**config.mk**
```make
export PLATFORM = sky130hd
export DESIGN_NAME = mem_port_arbiter_flat
export DESIGN_NICKNAME = d
export VERILOG_FILES = /design/src/rtl/mem_port_arbiter_if.sv /design/src/rtl/mem_port_arbiter.sv /design/src/flat_wrapper.sv
export SDC_FILE = /design/constraint.sdc
export NUM_CORES = 1
export LEC_CHECK = 0
export CORE_MARGIN = 4
export CORE_UTILIZATION = 43
export DETAILED_ROUTE_END_ITERATION = 7
export HOLD_SLACK_MARGIN = 0.02
export PLACE_DENSITY = 0.85
export SYNTH_ARGS = -nofsm -noshare
export SYNTH_HDL_FRONTEND = slang
export SYNTH_SLANG_ARGS = --single-unit
```
**constraint.sdc**
```tcl
create_clock -name clock -period 4.1 [get_ports clock]
set_clock_uncertainty 0.2 [all_clocks]
set_input_delay 0.82 -clock clock [delete_from_list [all_inputs] [get_ports clock]]
set_output_delay 0.82 -clock clock [all_outputs]
set_load 0.05 [all_outputs]
```
**src/rtl/mem_port_arbiter_if.sv**
```systemverilog
// Bundle of the pipeline-side and memory-side signals of the shared memory port.
interface mem_port_arbiter_if #(
  parameter int unsigned DATA_W = 32
);
  // Fetch port
  logic              if_req;
  logic [DATA_W-1:0] if_addr;
  logic [DATA_W-1:0] if_rdata;
  logic              if_done;
  // Data port
  logic              d_read;
  logic              d_write;
  logic [DATA_W-1:0] d_addr;
  logic [DATA_W-1:0] d_wdata;
  logic [DATA_W-1:0] d_rdata;
  logic              d_done;
  // Hazard outputs
  logic              stall_if;
  logic              stall_mem;
  // Memory side
  logic              mem_en;
  logic              mem_we;
  logic [DATA_W-1:0] mem_addr;
  logic [DATA_W-1:0] mem_wdata;
  logic [DATA_W-1:0] mem_rdata;
  logic              mem_ready;
  logic              bus_err;

  // Arbiter view
  modport slave (
    input  if_req, if_addr, d_read, d_write, d_addr, d_wdata, mem_rdata, mem_ready,
    output if_rdata, if_done, d_rdata, d_done, stall_if, stall_mem,
           mem_en, mem_we, mem_addr, mem_wdata, bus_err
  );

  // Environment view (pipeline plus memory)
  modport master (
    output if_req, if_addr, d_read, d_write, d_addr, d_wdata, mem_rdata, mem_ready,
    input  if_rdata, if_done, d_rdata, d_done, stall_if, stall_mem,
           mem_en, mem_we, mem_addr, mem_wdata, bus_err
  );
endinterface

```
**src/rtl/mem_port_arbiter.sv**
```systemverilog
// Arbiter sharing one single-port memory between instruction fetch and load/store.
// MEM has fixed priority; IF is forced after STARVE_LIMIT consecutive MEM grants.
module mem_port_arbiter #(
  parameter int unsigned DATA_W       = 32,
  parameter int unsigned MAX_WAIT     = 15,
  parameter int unsigned STARVE_LIMIT = 3
) (
  input logic               clock,
  input logic               reset,
  mem_port_arbiter_if.slave bus
);
  localparam int unsigned WaitW   = (MAX_WAIT > 1) ? $clog2(MAX_WAIT) : 1;
  localparam int unsigned StarveW = (STARVE_LIMIT > 0) ? $clog2(STARVE_LIMIT + 1) : 1;
  localparam logic [WaitW-1:0]   WaitLast  = WaitW'(MAX_WAIT - 1);
  localparam logic [StarveW-1:0] StarveMax = StarveW'(STARVE_LIMIT);

  typedef enum logic [1:0] {StIdle, StBusyI, StBusyD} state_e;

  state_e              state_q;
  logic [WaitW-1:0]    wait_q;
  logic [StarveW-1:0]  starve_q;
  logic                mem_en_q, mem_we_q, if_done_q, d_done_q, bus_err_q;
  logic [DATA_W-1:0]   mem_addr_q, mem_wdata_q, if_rdata_q, d_rdata_q;

  logic d_req;
  logic if_live, d_live;

  // A port whose done is high this cycle is already served; ignoring it avoids a re-access.
  assign d_req   = bus.d_read | bus.d_write;
  assign if_live = bus.if_req & ~if_done_q;
  assign d_live  = d_req & ~d_done_q;

  // Combinational stalls release the pipeline exactly in the done cycle.
  assign bus.stall_if  = bus.if_req & ~if_done_q;
  assign bus.stall_mem = d_req & ~d_done_q;

  assign bus.mem_en    = mem_en_q;
  assign bus.mem_we    = mem_we_q;
  assign bus.mem_addr  = mem_addr_q;
  assign bus.mem_wdata = mem_wdata_q;
  assign bus.if_rdata  = if_rdata_q;
  assign bus.if_done   = if_done_q;
  assign bus.d_rdata   = d_rdata_q;
  assign bus.d_done    = d_done_q;
  assign bus.bus_err   = bus_err_q;

  // Arbitration, memory handshake, timeout and registered outputs.
  always_ff @(posedge clock) begin
    if (reset) begin
      state_q     <= StIdle;
      wait_q      <= '0;
      starve_q    <= '0;
      mem_en_q    <= 1'b0;
      mem_we_q    <= 1'b0;
      if_done_q   <= 1'b0;
      d_done_q    <= 1'b0;
      bus_err_q   <= 1'b0;
      mem_addr_q  <= '0;
      mem_wdata_q <= '0;
      if_rdata_q  <= '0;
      d_rdata_q   <= '0;
    end else begin
      if_done_q <= 1'b0;
      d_done_q  <= 1'b0;
      case (state_q)
        StIdle: begin
          if (if_live && (starve_q == StarveMax || !d_live)) begin
            state_q    <= StBusyI;
            mem_en_q   <= 1'b1;
            mem_we_q   <= 1'b0;
            mem_addr_q <= bus.if_addr;
            wait_q     <= '0;
            starve_q   <= '0;
          end else if (d_live) begin
            state_q     <= StBusyD;
            mem_en_q    <= 1'b1;
            mem_we_q    <= bus.d_write;
            mem_addr_q  <= bus.d_addr;
            mem_wdata_q <= bus.d_wdata;
            wait_q      <= '0;
            if (if_live && starve_q != StarveMax) starve_q <= starve_q + StarveW'(1);
          end
        end
        StBusyI, StBusyD: begin
          if (bus.mem_ready || wait_q == WaitLast) begin
            // A timed-out access still completes towards the requester, with zero data.
            if (!bus.mem_ready) bus_err_q <= 1'b1;
            if (state_q == StBusyI) begin
              if_rdata_q <= bus.mem_ready ? bus.mem_rdata : '0;
              if_done_q  <= 1'b1;
            end else begin
              d_rdata_q <= bus.mem_ready ? bus.mem_rdata : '0;
              d_done_q  <= 1'b1;
            end
            mem_en_q <= 1'b0;
            mem_we_q <= 1'b0;
            state_q  <= StIdle;
          end else begin
            wait_q <= wait_q + WaitW'(1);
          end
        end
        default: state_q <= StIdle;
      endcase
    end
  end
endmodule

```
**src/flat_wrapper.sv**
```systemverilog
// flat-port wrapper written by rule: the top's interface ports become plain ports
module mem_port_arbiter_flat 
#(
  parameter int unsigned DATA_W       = 32,
  parameter int unsigned MAX_WAIT     = 15,
  parameter int unsigned STARVE_LIMIT = 3
)
  (clock, reset, bus_if_req, bus_if_addr, bus_d_read, bus_d_write, bus_d_addr, bus_d_wdata, bus_mem_rdata, bus_mem_ready, bus_if_rdata, bus_if_done, bus_d_rdata, bus_d_done, bus_stall_if, bus_stall_mem, bus_mem_en, bus_mem_we, bus_mem_addr, bus_mem_wdata, bus_bus_err);
  mem_port_arbiter_if #(.DATA_W(DATA_W)) bus_i ();
  input logic clock;
  input logic reset;
  input wire logic [$bits(bus_i.if_req)-1:0] bus_if_req;
  input wire logic [$bits(bus_i.if_addr)-1:0] bus_if_addr;
  input wire logic [$bits(bus_i.d_read)-1:0] bus_d_read;
  input wire logic [$bits(bus_i.d_write)-1:0] bus_d_write;
  input wire logic [$bits(bus_i.d_addr)-1:0] bus_d_addr;
  input wire logic [$bits(bus_i.d_wdata)-1:0] bus_d_wdata;
  input wire logic [$bits(bus_i.mem_rdata)-1:0] bus_mem_rdata;
  input wire logic [$bits(bus_i.mem_ready)-1:0] bus_mem_ready;
  output wire logic [$bits(bus_i.if_rdata)-1:0] bus_if_rdata;
  output wire logic [$bits(bus_i.if_done)-1:0] bus_if_done;
  output wire logic [$bits(bus_i.d_rdata)-1:0] bus_d_rdata;
  output wire logic [$bits(bus_i.d_done)-1:0] bus_d_done;
  output wire logic [$bits(bus_i.stall_if)-1:0] bus_stall_if;
  output wire logic [$bits(bus_i.stall_mem)-1:0] bus_stall_mem;
  output wire logic [$bits(bus_i.mem_en)-1:0] bus_mem_en;
  output wire logic [$bits(bus_i.mem_we)-1:0] bus_mem_we;
  output wire logic [$bits(bus_i.mem_addr)-1:0] bus_mem_addr;
  output wire logic [$bits(bus_i.mem_wdata)-1:0] bus_mem_wdata;
  output wire logic [$bits(bus_i.bus_err)-1:0] bus_bus_err;
  assign bus_i.if_req = bus_if_req;
  assign bus_i.if_addr = bus_if_addr;
  assign bus_i.d_read = bus_d_read;
  assign bus_i.d_write = bus_d_write;
  assign bus_i.d_addr = bus_d_addr;
  assign bus_i.d_wdata = bus_d_wdata;
  assign bus_i.mem_rdata = bus_mem_rdata;
  assign bus_i.mem_ready = bus_mem_ready;
  assign bus_if_rdata = bus_i.if_rdata;
  assign bus_if_done = bus_i.if_done;
  assign bus_d_rdata = bus_i.d_rdata;
  assign bus_d_done = bus_i.d_done;
  assign bus_stall_if = bus_i.stall_if;
  assign bus_stall_mem = bus_i.stall_mem;
  assign bus_mem_en = bus_i.mem_en;
  assign bus_mem_we = bus_i.mem_we;
  assign bus_mem_addr = bus_i.mem_addr;
  assign bus_mem_wdata = bus_i.mem_wdata;
  assign bus_bus_err = bus_i.bus_err;
  mem_port_arbiter #(.DATA_W(DATA_W), .MAX_WAIT(MAX_WAIT), .STARVE_LIMIT(STARVE_LIMIT)) u_core (.clock(clock), .reset(reset), .bus(bus_i));
endmodule
```
== After elaboration in Yosys (flattened, before gate mapping) ==
Cells that the tools add are included.

* Mux-type cells: 23
* Bitwise operators: 10
* Add/sub/neg operators: 2
* Equal/unequal tests: 8
* Reductions and logical operators: 20

{| class="wikitable"
|+ Operators by type and width
! cell !! number
|-
| $mux 32 || 3
|-
| $reduce_and 3->1 || 7
|-
| $mux 2 || 6
|-
| $mux 4 || 3
|-
| $pmux 4 s2 || 1
|-
| $mux 1 || 7
|-
| $not 1->1 || 7
|-
| $reduce_bool 2->1 || 3
|-
| $add 4x1->4 const B || 1
|-
| $eq 2x2->1 const B || 2
|-
| $eq 4x4->1 const B || 1
|-
| $ne 2x2->1 const B || 2
|-
| $pmux 1 s2 || 2
|-
| $pmux 2 s2 || 1
|-
| $reduce_and 2->1 || 2
|-
| $ne 3x1->1 const B || 1
|-
| $reduce_or 3->1 || 1
|-
| $add 2x1->2 const B || 1
|-
| $and 1x1->1 || 2
|-
| $eq 2x1->1 const B || 1
|-
| $logic_and 1x1->1 || 2
|-
| $logic_not 2->1 || 1
|-
| $logic_or 1x1->1 || 2
|-
| $ne 2x1->1 const B || 1
|-
| other kinds (3) || 3
|}

* Output and inout bits: 135
* Register bits after elaboration: 141

== Depth between registers and ports, before layout ==
* Word-level depth: 7
* Mapped depth: 7
* Gate-level depth less buffers: 6

== Worst setup path before layout ==
No wires, ideal clock.

* Path kind: register -> output
* From: register u_core.d_done_q, in the netlist u_core.bus.d_done
* To: output bus_stall_mem
* Slack: 1,812 ps
* Data required time: 3,080 ps
* Path buffers: 0
* Cell stages (with the launch flop): 3
* Data arrival time: 1,268 ps
* Cell sequence: dfxtp_1 -> o21bai_4 -> inv_1

* Word-level cells in the longest chain between the ends: 2

{| class="wikitable"
|+ RTL lines
! what !! RTL line !! RTL
|-
| from (decl) || mem_port_arbiter.sv:22 || <nowiki>logic mem_en_q, mem_we_q, if_done_q, d_done_q, bus_err_q;</nowiki>
|-
| from (signal assigned) || mem_port_arbiter.sv:56 || <nowiki>d_done_q <= 1'b0;</nowiki>
|-
| from (signal assigned) || mem_port_arbiter.sv:64 || <nowiki>d_done_q <= 1'b0;</nowiki>
|-
| from (signal assigned) || mem_port_arbiter.sv:93 || <nowiki>d_done_q <= 1'b1;</nowiki>
|-
| $not 1->1 || mem_port_arbiter.sv:35 || <nowiki>assign bus.stall_mem = d_req & ~d_done_q;</nowiki>
|-
| $and 1x1->1 || mem_port_arbiter.sv:35 ||
|-
| to (decl) || flat_wrapper.sv:25 || <nowiki>output wire logic [$bits(bus_i.stall_mem)-1:0] bus_stall_mem;</nowiki>
|}

No other way between the ends.

== Worst setup path in the final report ==
* From: input bus_if_req
* To: output bus_stall_if

* Word-level cells in the longest chain between the ends: 1

{| class="wikitable"
|+ RTL lines
! what !! RTL line !! RTL
|-
| from (decl) || flat_wrapper.sv:12 || <nowiki>input wire logic [$bits(bus_i.if_req)-1:0] bus_if_req;</nowiki>
|-
| $and 1x1->1 || mem_port_arbiter.sv:34 || <nowiki>assign bus.stall_if = bus.if_req & ~if_done_q;</nowiki>
|-
| to (decl) || flat_wrapper.sv:24 || <nowiki>output wire logic [$bits(bus_i.stall_if)-1:0] bus_stall_if;</nowiki>
|}

No other way between the ends.

==> metrics.cfg <==
[global_routing]
grt_use_met1=0.252
grtUsageMet3=0.0688
first_global_vias=5420
grt_pass1_wl_um=27000
grt_max_degree=88
met2_usage=0.410
busiest_layer=met2
grt-ovfl-total=0
grt_usage=0.235
antenna_found_initial=0

[synth]
ys.flop_type=dfxtp_1
synthMostInstantiatedCell=dfxtp_1
synth_enable_flop_cells=0
synth_top_area_share=0.526
syn_area_mm2=0.00537
synth_area_leader_cell=dfxtp_1
synthCells=584
synth_area_leaders=dfxtp_1 53%, a22oi_1 9.1%, a21oi_1 6.3%, mux2i_1 6.0%, nand2_1 5.0%
yosysSeqAreaShare=0.526
synth.net_count=726
synth_cell_type_count=43
async_reset_ff_frac=0
synth_top_cells_by_count=141 x dfxtp_1, 72 x nand2_1, 71 x nor2_1, 68 x a21oi_1, 65 x a22oi_1
syn_area_per_cell_um2=9.20
yosys_warnings=0
synth_seq_cells=141

[place]
dpl.cell_count=983
numPortBuffers=268
post_dp_cell_area_mm2=0.00811
preCtsSetupSlack_ns=0.656
place_hpwl_um=12300
place.gp.congestion=0.817

[routing]
first_pass_iters=5
wl_per_cell_um=16.9
final_antenna_net_count=0
dr_total_vias=5233
wl_um=17200
drc=0
drtIter0Drc=415
via_per_inst=5.16

[cells_and_area]
diodes=0
post-route-util=0.722
stdcell_count=1015
area_growth_pct=62.9
layout-drive-gt1-share=0.0614
nets=976
finalInstanceArea_mm2=0.00875

[clock_network]
cts.clk_slew.worst_paths_ns=0.05
post_cts_resized=0
cts_inserted_buffers=17
cts_htree_levels=4
post_cts.repair.setup_buffers=0
cts_tree=done
clk_latency_ns=0.41
clockBufferDepth=2
hold_buffers=0
clock_sinks=141
root_buffer=clkbuf_16

[power]
total_power_mw=4.33
ir_drop_uv=382
power.density_mw_per_mm2=495
p_leak_nw=3.30

[timing]
relSlewSlack=0.377
rsz0062_at_grt=false
setup_ws_ns=0.665
fin_crit_ns=3.43
finalHoldViolations=0
whs_ns=0.258
period_share=0.838
timing.fmax_mhz=291
slew_violations=0
setup_viol=0
fin_tns_setup_ns=0
worst_pin_slew_ns=0.935

[critical_path]
required_ns=3.08
cp_common_cell=clkdlybuf4s50_1
crit_chain=clkdlybuf4s50_1 > nand2b_4 > inv_2 > clkdlybuf4s50_1
reg2reg_slack_ns=1.72
crit_path_max_incr_delay_ns=0.84
r2r_cells=6
worstSetupPathType=primary input to primary output
rr_endpoint=u_core.bus.mem_wdata[26]
cp_max_fo=5
cpMaxStageDelayCell=clkdlybuf4s50_1
worstSetupStartpointType=primary input
arrival_ns=2.41
cp-end-kind=primary output
r2r-start=u_core.state_q[0]

[die]
die_w_um=120
rows=40
initial_utilization=0.443
die_area_mm2=0.0143
die-height_um=120
core_mm2=0.0121
io_pins=269

[status]
outcome=completed

[min_path]
min_path_cells=2
hold_path_end=u_core.bus.mem_wdata[31]
hold_path_class=flop to flop
hp-start=u_core.bus.mem_wdata[31]

[run]
drv_cap=0

## per-layer routing
metal | up-vias | routed length (um)
met4 | 0 | 784
met5 | - | 0
met3 | 52 | 1140
met2 | 218 | 8700
met1 | 2416 | 6560
li1 | 2547 | -
## cell families (layout without fill, tap and decap cells)
kind of cell    Yosys count  in the layout  share of synthesized area
fa+ha+maj                 8              8                     0.0186
flops                   141            141                      0.526
mux                      32             32                     0.0596
buf+inv                  53            316                     0.0459
simple gates            166            166                      0.130
compound gates          184            184                      0.220
## cell usage in the layout, fill, tap and decap left out, types with 2 or more instances in the layout
| cell | synthesis | layout |
|---|---|---|
| clkbuf_8 | 0 | 3 |
| clkinvlp_4 | 0 | 2 |
| nor2b_1 | 2 | 2 |
| dfxtp_1 | 141 | 141 |
| buf_4 | 0 | 9 |
| nor3_1 | 3 | 3 |
| nor2_1 | 71 | 71 |
| ha_1 | 8 | 8 |
| a22oi_1 | 65 | 65 |
| nand2_1 | 72 | 72 |
| clkdlybuf4s50_1 | 0 | 267 |
| a21oi_1 | 68 | 68 |
| and3_1 | 4 | 4 |
| a21o_1 | 2 | 2 |
| and2_1 | 2 | 2 |
| o21ai_0 | 35 | 35 |
| bufinv_16 | 0 | 4 |
| inv_1 | 7 | 7 |
| clkinv_2 | 0 | 4 |
| clkbuf_16 | 0 | 17 |
| mux2i_1 | 32 | 32 |
| nand2b_1 | 2 | 2 |
## area by class of cell
class,instances,area (um2)
multi-input combinational,390,2310
tap,168,210
sequential,141,2820
clock buffer,21,470
inverter,8,30.0
fill,891,3370
clock inverter,11,164
timing repair buffer,276,2740
## worst max-delay path: cells and delay by family
family | cells | cell delay (ns)
buf+inv | 3 | 1.48
simple gates | 1 | 0.11
## report_power, final
group / switching [mW] / leakage [nW] / internal (mW)
clock network: 0.564 / 0.309 / 1.06
logic: 0.731 / 1.83 / 0.419
registers: 0.0640 / 1.15 / 1.49
## worst max-delay path by stage
stage,from,endpoint,slack [ns],cells after the start
floorplan,u_core.bus.d_done,bus_stall_mem,1.81,2
global placement,bus_if_req,bus_stall_if,0.69,4
detailed placement,bus_if_req,bus_stall_if,0.66,4
CTS,bus_if_req,bus_stall_if,0.66,4
global route,bus_if_req,bus_stall_if,0.64,4
finish,bus_if_req,bus_stall_if,0.67,4
## flip-flops by register name, summed over array words and instances (netlist names)
| name | cells |
|---|---|
| u_core.bus.d_rdata | 32 |
| u_core.bus.if_rdata | 32 |
| u_core.bus.mem_addr | 32 |
| u_core.bus.mem_wdata | 32 |
| u_core.wait_q | 4 |
| u_core.starve_q | 2 |
| u_core.state_q | 2 |
| u_core.bus.bus_err | 1 |
| u_core.bus.d_done | 1 |
| u_core.bus.if_done | 1 |
| u_core.bus.mem_en | 1 |
| u_core.bus.mem_we | 1 |
Power figures use the tool's default switching activity.
